===== src/rtl/vga_timing_gen.sv =====
// vga_timing_gen: parametrised VGA raster timing generator with pipeline-aligned sync, blank and colour outputs.
// Defining VGA_TIMING_TESTPAT_EN adds a test_en port and an 8-bar colour test pattern.
module vga_timing_gen #(
   parameter int COLOR_W  = 8,
   parameter int H_ACTIVE = 640,
   parameter int H_FP     = 16,
   parameter int H_SYNC   = 96,
   parameter int H_BP     = 48,
   parameter int V_ACTIVE = 480,
   parameter int V_FP     = 10,
   parameter int V_SYNC   = 2,
   parameter int V_BP     = 33,
   parameter bit HS_POL   = 1'b0,
   parameter bit VS_POL   = 1'b0,
   parameter int CLK_DIV  = 1,
   parameter int PIPE_LAT = 2
) (
   input  logic               clk,
   input  logic               reset,
`ifdef VGA_TIMING_TESTPAT_EN
   input  logic               test_en,
`endif
   input  logic [COLOR_W-1:0] pix_r,
   input  logic [COLOR_W-1:0] pix_g,
   input  logic [COLOR_W-1:0] pix_b,
   output logic [11:0]        hcount,
   output logic [11:0]        vcount,
   output logic               pix_req,
   output logic               pix_ce,
   output logic               hsync,
   output logic               vsync,
   output logic               blank_n,
   output logic               frame_start,
   output logic               line_start,
   output logic [COLOR_W-1:0] VGA_R,
   output logic [COLOR_W-1:0] VGA_G,
   output logic [COLOR_W-1:0] VGA_B
);
   localparam int H_TOTAL = H_ACTIVE + H_FP + H_SYNC + H_BP;
   localparam int V_TOTAL = V_ACTIVE + V_FP + V_SYNC + V_BP;
`ifdef VGA_TIMING_TESTPAT_EN
   localparam int EW    = 8;
   localparam int BAR_W = (H_ACTIVE >= 8) ? H_ACTIVE / 8 : 1;
`else
   localparam int EW    = 5;
`endif

   if (CLK_DIV < 1 || CLK_DIV > 16) begin : g_bad_div
      $error("vga_timing_gen: CLK_DIV must be within 1..16");
   end
   if (PIPE_LAT < 1 || PIPE_LAT > 8) begin : g_bad_lat
      $error("vga_timing_gen: PIPE_LAT must be within 1..8");
   end
   if (H_TOTAL > 4096 || V_TOTAL > 4096) begin : g_bad_total
      $error("vga_timing_gen: H_TOTAL and V_TOTAL must not exceed 4096");
   end

   logic [3:0]         div_q, div_d;
   logic [11:0]        hcount_q, hcount_d, vcount_q, vcount_d;
   logic               h_end, v_end, active, hs_a, vs_a;
   logic [EW-1:0]      s0, last;
   logic               hsync_q, hsync_d, vsync_q, vsync_d, blank_q, blank_d;
   logic               fs_q, fs_d, ls_q, ls_d;
   logic [COLOR_W-1:0] r_q, r_d, g_q, g_d, b_q, b_d;

   assign pix_ce  = ~reset & (int'(div_q) == CLK_DIV - 1);
   assign pix_req = ~reset & active;

   // Stage 0: divider and raster counter next state, plus decode of the issued coordinate
   always_comb begin
      div_d    = pix_ce ? 4'd0 : div_q + 4'd1;
      h_end    = int'(hcount_q) == H_TOTAL - 1;
      v_end    = int'(vcount_q) == V_TOTAL - 1;
      hcount_d = h_end ? 12'd0 : hcount_q + 12'd1;
      vcount_d = !h_end ? vcount_q : v_end ? 12'd0 : vcount_q + 12'd1;
      active   = int'(hcount_q) < H_ACTIVE && int'(vcount_q) < V_ACTIVE;
      hs_a     = int'(hcount_q) >= H_ACTIVE + H_FP && int'(hcount_q) < H_ACTIVE + H_FP + H_SYNC;
      vs_a     = int'(vcount_q) >= V_ACTIVE + V_FP && int'(vcount_q) < V_ACTIVE + V_FP + V_SYNC;
`ifdef VGA_TIMING_TESTPAT_EN
      s0       = {3'(int'(hcount_q) / BAR_W), active, hs_a, vs_a, hcount_q == 12'd0 && vcount_q == 12'd0, hcount_q == 12'd0};
`else
      s0       = {active, hs_a, vs_a, hcount_q == 12'd0 && vcount_q == 12'd0, hcount_q == 12'd0};
`endif
   end

   // Stage 0 registers: the divider free-runs, the raster only moves on the pixel strobe
   always_ff @(posedge clk)
      if (reset) begin
         div_q    <= '0;
         hcount_q <= '0;
         vcount_q <= '0;
      end else begin
         div_q <= div_d;
         if (pix_ce) begin
            hcount_q <= hcount_d;
            vcount_q <= vcount_d;
         end
      end

   // Delay line matching the latency of the pixel source; bypassed entirely for a single-step pipeline
   if (PIPE_LAT == 1) begin : g_nodl
      assign last = s0;
   end else begin : g_dl
      logic [EW-1:0] dl_q [PIPE_LAT-1];
      // Shift stage-0 decode towards the output once per pixel
      always_ff @(posedge clk)
         if (reset) begin
            for (int i = 0; i < PIPE_LAT - 1; i++) dl_q[i] <= '0;
         end else if (pix_ce) begin
            dl_q[0] <= s0;
            for (int i = 1; i < PIPE_LAT - 1; i++) dl_q[i] <= dl_q[i-1];
         end
      assign last = dl_q[PIPE_LAT-2];
   end

   // Output next state: apply sync polarity and blank the colour outside the active area
   always_comb begin
      hsync_d = last[3] ? HS_POL : ~HS_POL;
      vsync_d = last[2] ? VS_POL : ~VS_POL;
      blank_d = last[4];
      fs_d    = last[1];
      ls_d    = last[0];
`ifdef VGA_TIMING_TESTPAT_EN
      r_d     = !last[4] ? '0 : test_en ? {COLOR_W{~last[6]}} : pix_r;
      g_d     = !last[4] ? '0 : test_en ? {COLOR_W{~last[7]}} : pix_g;
      b_d     = !last[4] ? '0 : test_en ? {COLOR_W{~last[5]}} : pix_b;
`else
      r_d     = last[4] ? pix_r : '0;
      g_d     = last[4] ? pix_g : '0;
      b_d     = last[4] ? pix_b : '0;
`endif
   end

   // Output registers load together with the pixel data on the strobe edge and hold for the pixel period
   always_ff @(posedge clk)
      if (reset) begin
         hsync_q <= ~HS_POL;
         vsync_q <= ~VS_POL;
         blank_q <= 1'b0;
         fs_q    <= 1'b0;
         ls_q    <= 1'b0;
         r_q     <= '0;
         g_q     <= '0;
         b_q     <= '0;
      end else if (pix_ce) begin
         hsync_q <= hsync_d;
         vsync_q <= vsync_d;
         blank_q <= blank_d;
         fs_q    <= fs_d;
         ls_q    <= ls_d;
         r_q     <= r_d;
         g_q     <= g_d;
         b_q     <= b_d;
      end

   assign hcount      = hcount_q;
   assign vcount      = vcount_q;
   assign hsync       = hsync_q;
   assign vsync       = vsync_q;
   assign blank_n     = blank_q;
   assign frame_start = fs_q;
   assign line_start  = ls_q;
   assign VGA_R       = r_q;
   assign VGA_G       = g_q;
   assign VGA_B       = b_q;
endmodule


===== config.mk =====
export PLATFORM = sky130hd
export DESIGN_NAME = vga_timing_gen
export DESIGN_NICKNAME = d
export VERILOG_FILES = /design/src/rtl/vga_timing_gen.sv
export SDC_FILE = /design/constraint.sdc
export NUM_CORES = 1
export LEC_CHECK = 0
export CAP_MARGIN = 20
export CORE_UTILIZATION = 40
export DETAILED_ROUTE_END_ITERATION = 10
export PLACE_DENSITY = 0.7
export SLEW_MARGIN = 10
export SYNTH_ARGS = -nofsm -noshare
export SYNTH_HDL_FRONTEND = slang
export SYNTH_SLANG_ARGS = --single-unit

===== constraint.sdc =====
create_clock -name clk -period 3.9 [get_ports clk]
set_clock_uncertainty 0.1 [all_clocks]
set_input_delay 0.975 -clock clk [delete_from_list [all_inputs] [get_ports clk]]
set_output_delay 0.975 -clock clk [all_outputs]
set_load 0.005 [all_outputs]

* Word-level counts from Yosys, hierarchy flattened *
Memory sizes are Yosys's and may differ from the RTL's.
Index checks and enable logic that the tools add are counted.

storage, ports and cells
  word-level logic and storage cells = 50
  register bits = 57
  memories kept = 1
  memory bits (writable) = 5
  output and inout port bits = 55

cells by class
  bitwise gates (word level) = 3
  add/subtract/negate cells = 3
  muxes and demuxes = 14
  equality and inequality tests = 2
  reduce and logical (&&, ||, !) cells = 10
  $lt $le $gt $ge = 6

memories
  memory     words  bits a word  read ports  clocked after Yosys merged registers in  write ports  RTL line  text
  g_dl.dl_q  1      5            1           0                                        1            104       logic [EW-1:0] dl_q [PIPE_LAT-1];

operators with widths
  cell                     number
  $add A12 B1 Y12 const B  2
  $eq A12 B11 Y1 const B   2
  $logic_not A12 Y1        2
  $lt A12 B10 Y1 const B   2
  $lt A12 B9 Y1 const B    2
  $mux W12                 2
  $mux W8                  3
  $ge A12 B10 Y1 const B   1
  $ge A12 B9 Y1 const B    1
  $mux W1                  8
  $mux W5                  1
  $reduce_or A5 Y1         1
  $add A4 B1 Y4 const B    1
  $logic_and A1 B1 Y1      4
  $logic_not A4 Y1         1
  $and A1 B1 Y1            2
  $reduce_and A2 Y1        1
  $reduce_or A2 Y1         1
  $not A1 Y1               1

* Logic depth before layout (Yosys ltp) *
  word-level depth = 7
  depth in mapped cells = 8
  gate-level depth less buffers = 7

* Worst setup path after synthesis *
OpenSTA, ideal clock, no wires.

  path type = input-to-output
  start point = in reset
  end point = out pix_ce
  required time = 2.825 ns
  path buffers = 0
  stages = 2
  arrival time = 1.619 ns
  slack = 1.206 ns
  cells stage by stage = or4b_4 > inv_2

on the way
  word-level cells in the longest chain between the ends = 2

ends and longest elaborated chain
  what             RTL line  text
  start, declared  19        input logic reset,
  $not A1 Y1       66        assign pix_ce = ~reset & (int'(div_q) == CLK_DIV - 1);
  $and A1 B1 Y1    66
  end, declared    29        output logic pix_ce,

Every way passes these cells.

* Final worst setup path *
Same ends and word-level chain as after synthesis.

==> results by stage <==
Logic synthesis:
- Summing the areas of all fa, ha and maj instances in the mapped netlist gives 2.92% of the synthesized area.
- The most frequent cell after synthesis is sky130_fd_sc_hd__dfxtp_1.
- The post-synthesis async set-or-reset flop share is 0%.
- Counting every net in the synthesized netlist gives 295.
- Yosys printed 0 warnings.
- The post-synthesis mux area share is 0%.
- The share of Yosys cell area claimed by the top area cell type is 44.4%.
- Summing the areas of all xor and xnor instances in the mapped netlist gives 3.75% of the synthesized area.
- For this run, the leading register cell type out of synthesis is sky130_fd_sc_hd__dfxtp_1.
- The average instance area after synthesis is 9.77 µm².
- The number of different library cells in the post-synthesis netlist is 37.
- After synthesis, the largest family of logic cells by area is simple AND/OR/NAND/NOR gates.
- Summing every instance area after synthesis gives 2570 µm².
- In the post-synthesis netlist, the biggest area contributors are sky130_fd_sc_hd__dfxtp_1 (44%), sky130_fd_sc_hd__a22o_1 (8.2%), sky130_fd_sc_hd__edfxtp_1 (5.8%).
- The gate count of the mapped netlist is 263.
- By count the netlist is led by sky130_fd_sc_hd__dfxtp_1 (57), sky130_fd_sc_hd__a22o_1 (24), sky130_fd_sc_hd__nand2_1 (20).
- Of the synthesized area, sequential elements account for 50.3%.
- The post-synthesis share of cell area spent on and, or, nand and nor gates is 23.9%.
- The compound-gate portion of the synthesized area is 16.0%.
- The flip-flop and latch count after synthesis is 62.
- The number of enable-type register cells in the synthesized netlist is 5.
- sky130_fd_sc_hd__dfxtp_1 takes more of the synthesized area than any other cell.

Timing:
- Headroom to the max-slew limit came out at 51.1%.
- The final number of max-transition violations is 0.
- The number of endpoints with negative hold slack in the final report is 0.
- Setup repair after global routing left no endpoint under its margin.
- The final critical-path share of the clock period is 91.0%.
- The upper clock frequency limit is 282 MHz.
- In the final timing run, aggregate negative setup slack is 0 ns.
- Setup violations remaining at the end of the flow were counted as 0.
- The worst-margin pin slew is 0.733 ns.
- The clock period minus final worst setup slack is 3.55 ns.

Pwr:
- The portion of total power attributed to the clock network is 43.3%.
- Net switching is 22.9% of the power.
- The power per unit of standard cell area is 378 nW/µm².
- The relative contribution of combinational cells to total power is 7.9%.
- The net switching power is 0.000317 W.
- The internal power is 0.00107 W.
- In this run, flip-flops and latches consume 48.8% of the power.
- The worst-case IR drop observed on VDD is 0.229 mV.
- For this design the static power due to leakage is 1.30 nW.

Worst setup path:
- The buffering stage count on the worst path with inverters included is 3.
- The worst setup path is of the input port to primary output kind.
- The most frequent cell on the critical path is sky130_fd_sc_hd__clkdlybuf4s50_1.
- The family of cells with the greatest summed delay on the critical path is buffers and inverters.
- The signal on the critical path passes through clkdlybuf4s50_1 > or4b_4 > inv_2 > clkdlybuf4s50_1.
- The largest single stage delay on the critical path is 0.53 ns.
- The largest individual stage delay along the critical path comes from the cell sky130_fd_sc_hd__or4b_4.
- The data arrival time of the worst path is 2.48 ns.
- The type of origin of the critical path is an input port.
- The most critical setup path has its startpoint at reset.
- Along the worst path, the maximum fanout reaches 2.
- The critical path capture point type is a primary output.
- The beginning of the worst register-to-register path is div_q[0]$_SDFF_PP0_.
- The required time reported for the critical path endpoint is 2.82 ns.

Route:
- For this block, the routed nets add up to 6.26 mm of wire.
- The number of vias per cell is 5.47.
- The first detailed-routing pass ran for 4 iterations.
- The residual antenna-violating net count after detailed routing is 0.
- In the routed design, unresolved DRC markers number 0.
- In the final routed layout, each cell accounts on average for 14.6 µm.
- The first routing iteration left 225 violations.
- The via count of the routed design is 2336.

Global route:
- The via count of the first global-routing pass is 2014.
- In the global route stage, overall resource usage came out at 19.3%.
- Entering global routing, the biggest net connects 28 pins.
- The number of antenna violations at the first check in global routing is 0.
- The first global-routing pass estimated 9.69 mm of wire.
- Global routing finished with a remaining overflow of 0.

Clock tree:
- CTS built an H-tree with a depth of 3.
- Clock tree synthesis found a total of 62 sinks.
- TritonCTS built the clock tree.
- Post-CTS repair changed the size of 0 cells.
- No sink is reached through more buffers than the 2 on the longest clock path.
- After clock tree synthesis, the flow added hold-fix buffers numbering 0.
- Clock-pin slew was measured on the worst setup and hold paths at 0.08 ns.
- CTS placed an instance of sky130_fd_sc_hd__clkbuf_8 at the clock tree root.
- The source-to-sink clock delay at the later pin of the worst-skew pair is 0.34 ns.
- The number of CTS-inserted buffers is 9.
- The buffers inserted during post-CTS setup optimization is 0.

Floorplan:
- The number of standard-cell rows in the floorplan is 28.
- In this run the vertical extent of the chip is 82.1 µm.
- For this configuration, the core starts out at a cell density of 42.4%.
- The area of the core is 6060 µm².
- The floorplan die area is 6750 µm².
- During I/O placement, the number of pins put on the boundary was 81.
- The die extent in x is 82.1 µm.

Place:
- The global placer's final weighted congestion is 0.832.
- The count of port buffers added during placement is 80.
- The number of cells after detailed placement is 411.
- Detailed placement ended at an HPWL of 4.44 mm.

Finish:
- The layout net count is 379.
- The finished layout holds 427 standard cells, fillers aside.
- The repair_antennas step left the layout with diodes totalling 0.
- The fraction of layout cells with a size suffix above 1 is 7.39%.
- From synthesis to final layout, the design area changed by 42.9%.

Worst hold path:
- The hold path startpoint is blank_n$_SDFFE_PP0P_.
- The type of the tightest min-delay check is flop to flop.

Outcome:
- The run finished with clean final reports.

Flow run:
- The tool flagged a number of max-cap violations equal to 0.
[flip-flops by register name, indices dropped and copies added, names as in the netlist]
name	cells
hcount	12
vsync	1
g_dl.dl_q	5
line_start	1
frame_start	1
VGA_G	8
hsync	1
div_q	4
VGA_B	8
VGA_R	8
vcount	12
blank_n	1
[power groups by stage]
stage | combinational, W | sequential, W | clock, W
after floorplan | 0.0000373 | 0.000690 | 0
after global placement | 0.000109 | 0.000690 | 0
after detailed placement | 0.000110 | 0.000691 | 0
after CTS | 0.000110 | 0.000676 | 0.000614
after global routing | 0.000119 | 0.000679 | 0.000646
final | 0.000109 | 0.000676 | 0.000601
[area by class of cell]
type / count / area, µm²
clock inverters: 6 / 65.1
flip-flops and latches: 62 / 1290
inverters: 10 / 37.5
multi-input cells: 179 / 1190
clock buffers: 10 / 149
repair buffers: 85 / 838
well taps: 75 / 93.8
fillers: 532 / 2390
[final timing paths]
path / end / slack [ns] / cells after the start
worst max-delay path: pix_ce / 0.35 / 4
worst min-delay path: blank_n$_SDFFE_PP0P_ / 0.36 / 1
worst max register to register: hcount[9]$_SDFFE_PP0P_ / 1.40 / 7
worst min register to register: blank_n$_SDFFE_PP0P_ / 0.36 / 1
[logic make-up (layout without fill, tap and decap cells)]
group	count (synthesis)	in the layout
buffers and inverters	22	111
XOR/XNOR	11	11
flip-flops	62	62
AND/OR/NAND/NOR	105	105
adder cells (fa/ha/maj)	6	6
AO/OA/AOI/OAI	57	57
[routing by layer]
| layer | GRT usage, % | wire [µm] | up-vias |
|---|---|---|---|
| met5 | 0 | 0 | - |
| met4 | 8.77 | 108 | 0 |
| met3 | 5.60 | 268 | 8 |
| met2 | 28.1 | 2910 | 56 |
| met1 | 26.1 | 2970 | 1127 |
| li1 | - | - | 1145 |
[cells in the final DEF, fill, tap and decap left out, types with 9 or more instances in the layout]
| cell | netlist | layout |
|---|---|---|
| sky130_fd_sc_hd__a21oi_1 | 17 | 17 |
| sky130_fd_sc_hd__nor2_1 | 19 | 19 |
| sky130_fd_sc_hd__clkdlybuf4s50_1 | 0 | 80 |
| sky130_fd_sc_hd__nand2_1 | 20 | 20 |
| sky130_fd_sc_hd__nor4_1 | 9 | 9 |
| sky130_fd_sc_hd__nand4_1 | 11 | 11 |
| sky130_fd_sc_hd__a22o_1 | 24 | 24 |
| sky130_fd_sc_hd__dfxtp_1 | 57 | 57 |
| sky130_fd_sc_hd__inv_1 | 9 | 9 |
| sky130_fd_sc_hd__clkbuf_8 | 0 | 9 |
[metrics by stage]
step / hold WS, ns / instance area [µm²] / utilization (%) / power, W / setup slack [ns]
after CTS: 0.362 / 3670 / 60.5 / 0.00140 / 0.341
final: 0.356 / 3670 / 60.5 / 0.00139 / 0.350
after floorplan: 0.330 / 2570 / - / 0.000727 / 1.21
after global placement: 0.335 / 3460 / 57.0 / 0.000799 / 0.347
after global routing: 0.385 / 3670 / 60.5 / 0.00144 / 0.309
after detailed placement: 0.344 / 3460 / 57.0 / 0.000800 / 0.349
Power figures use the tool's default switching activity.
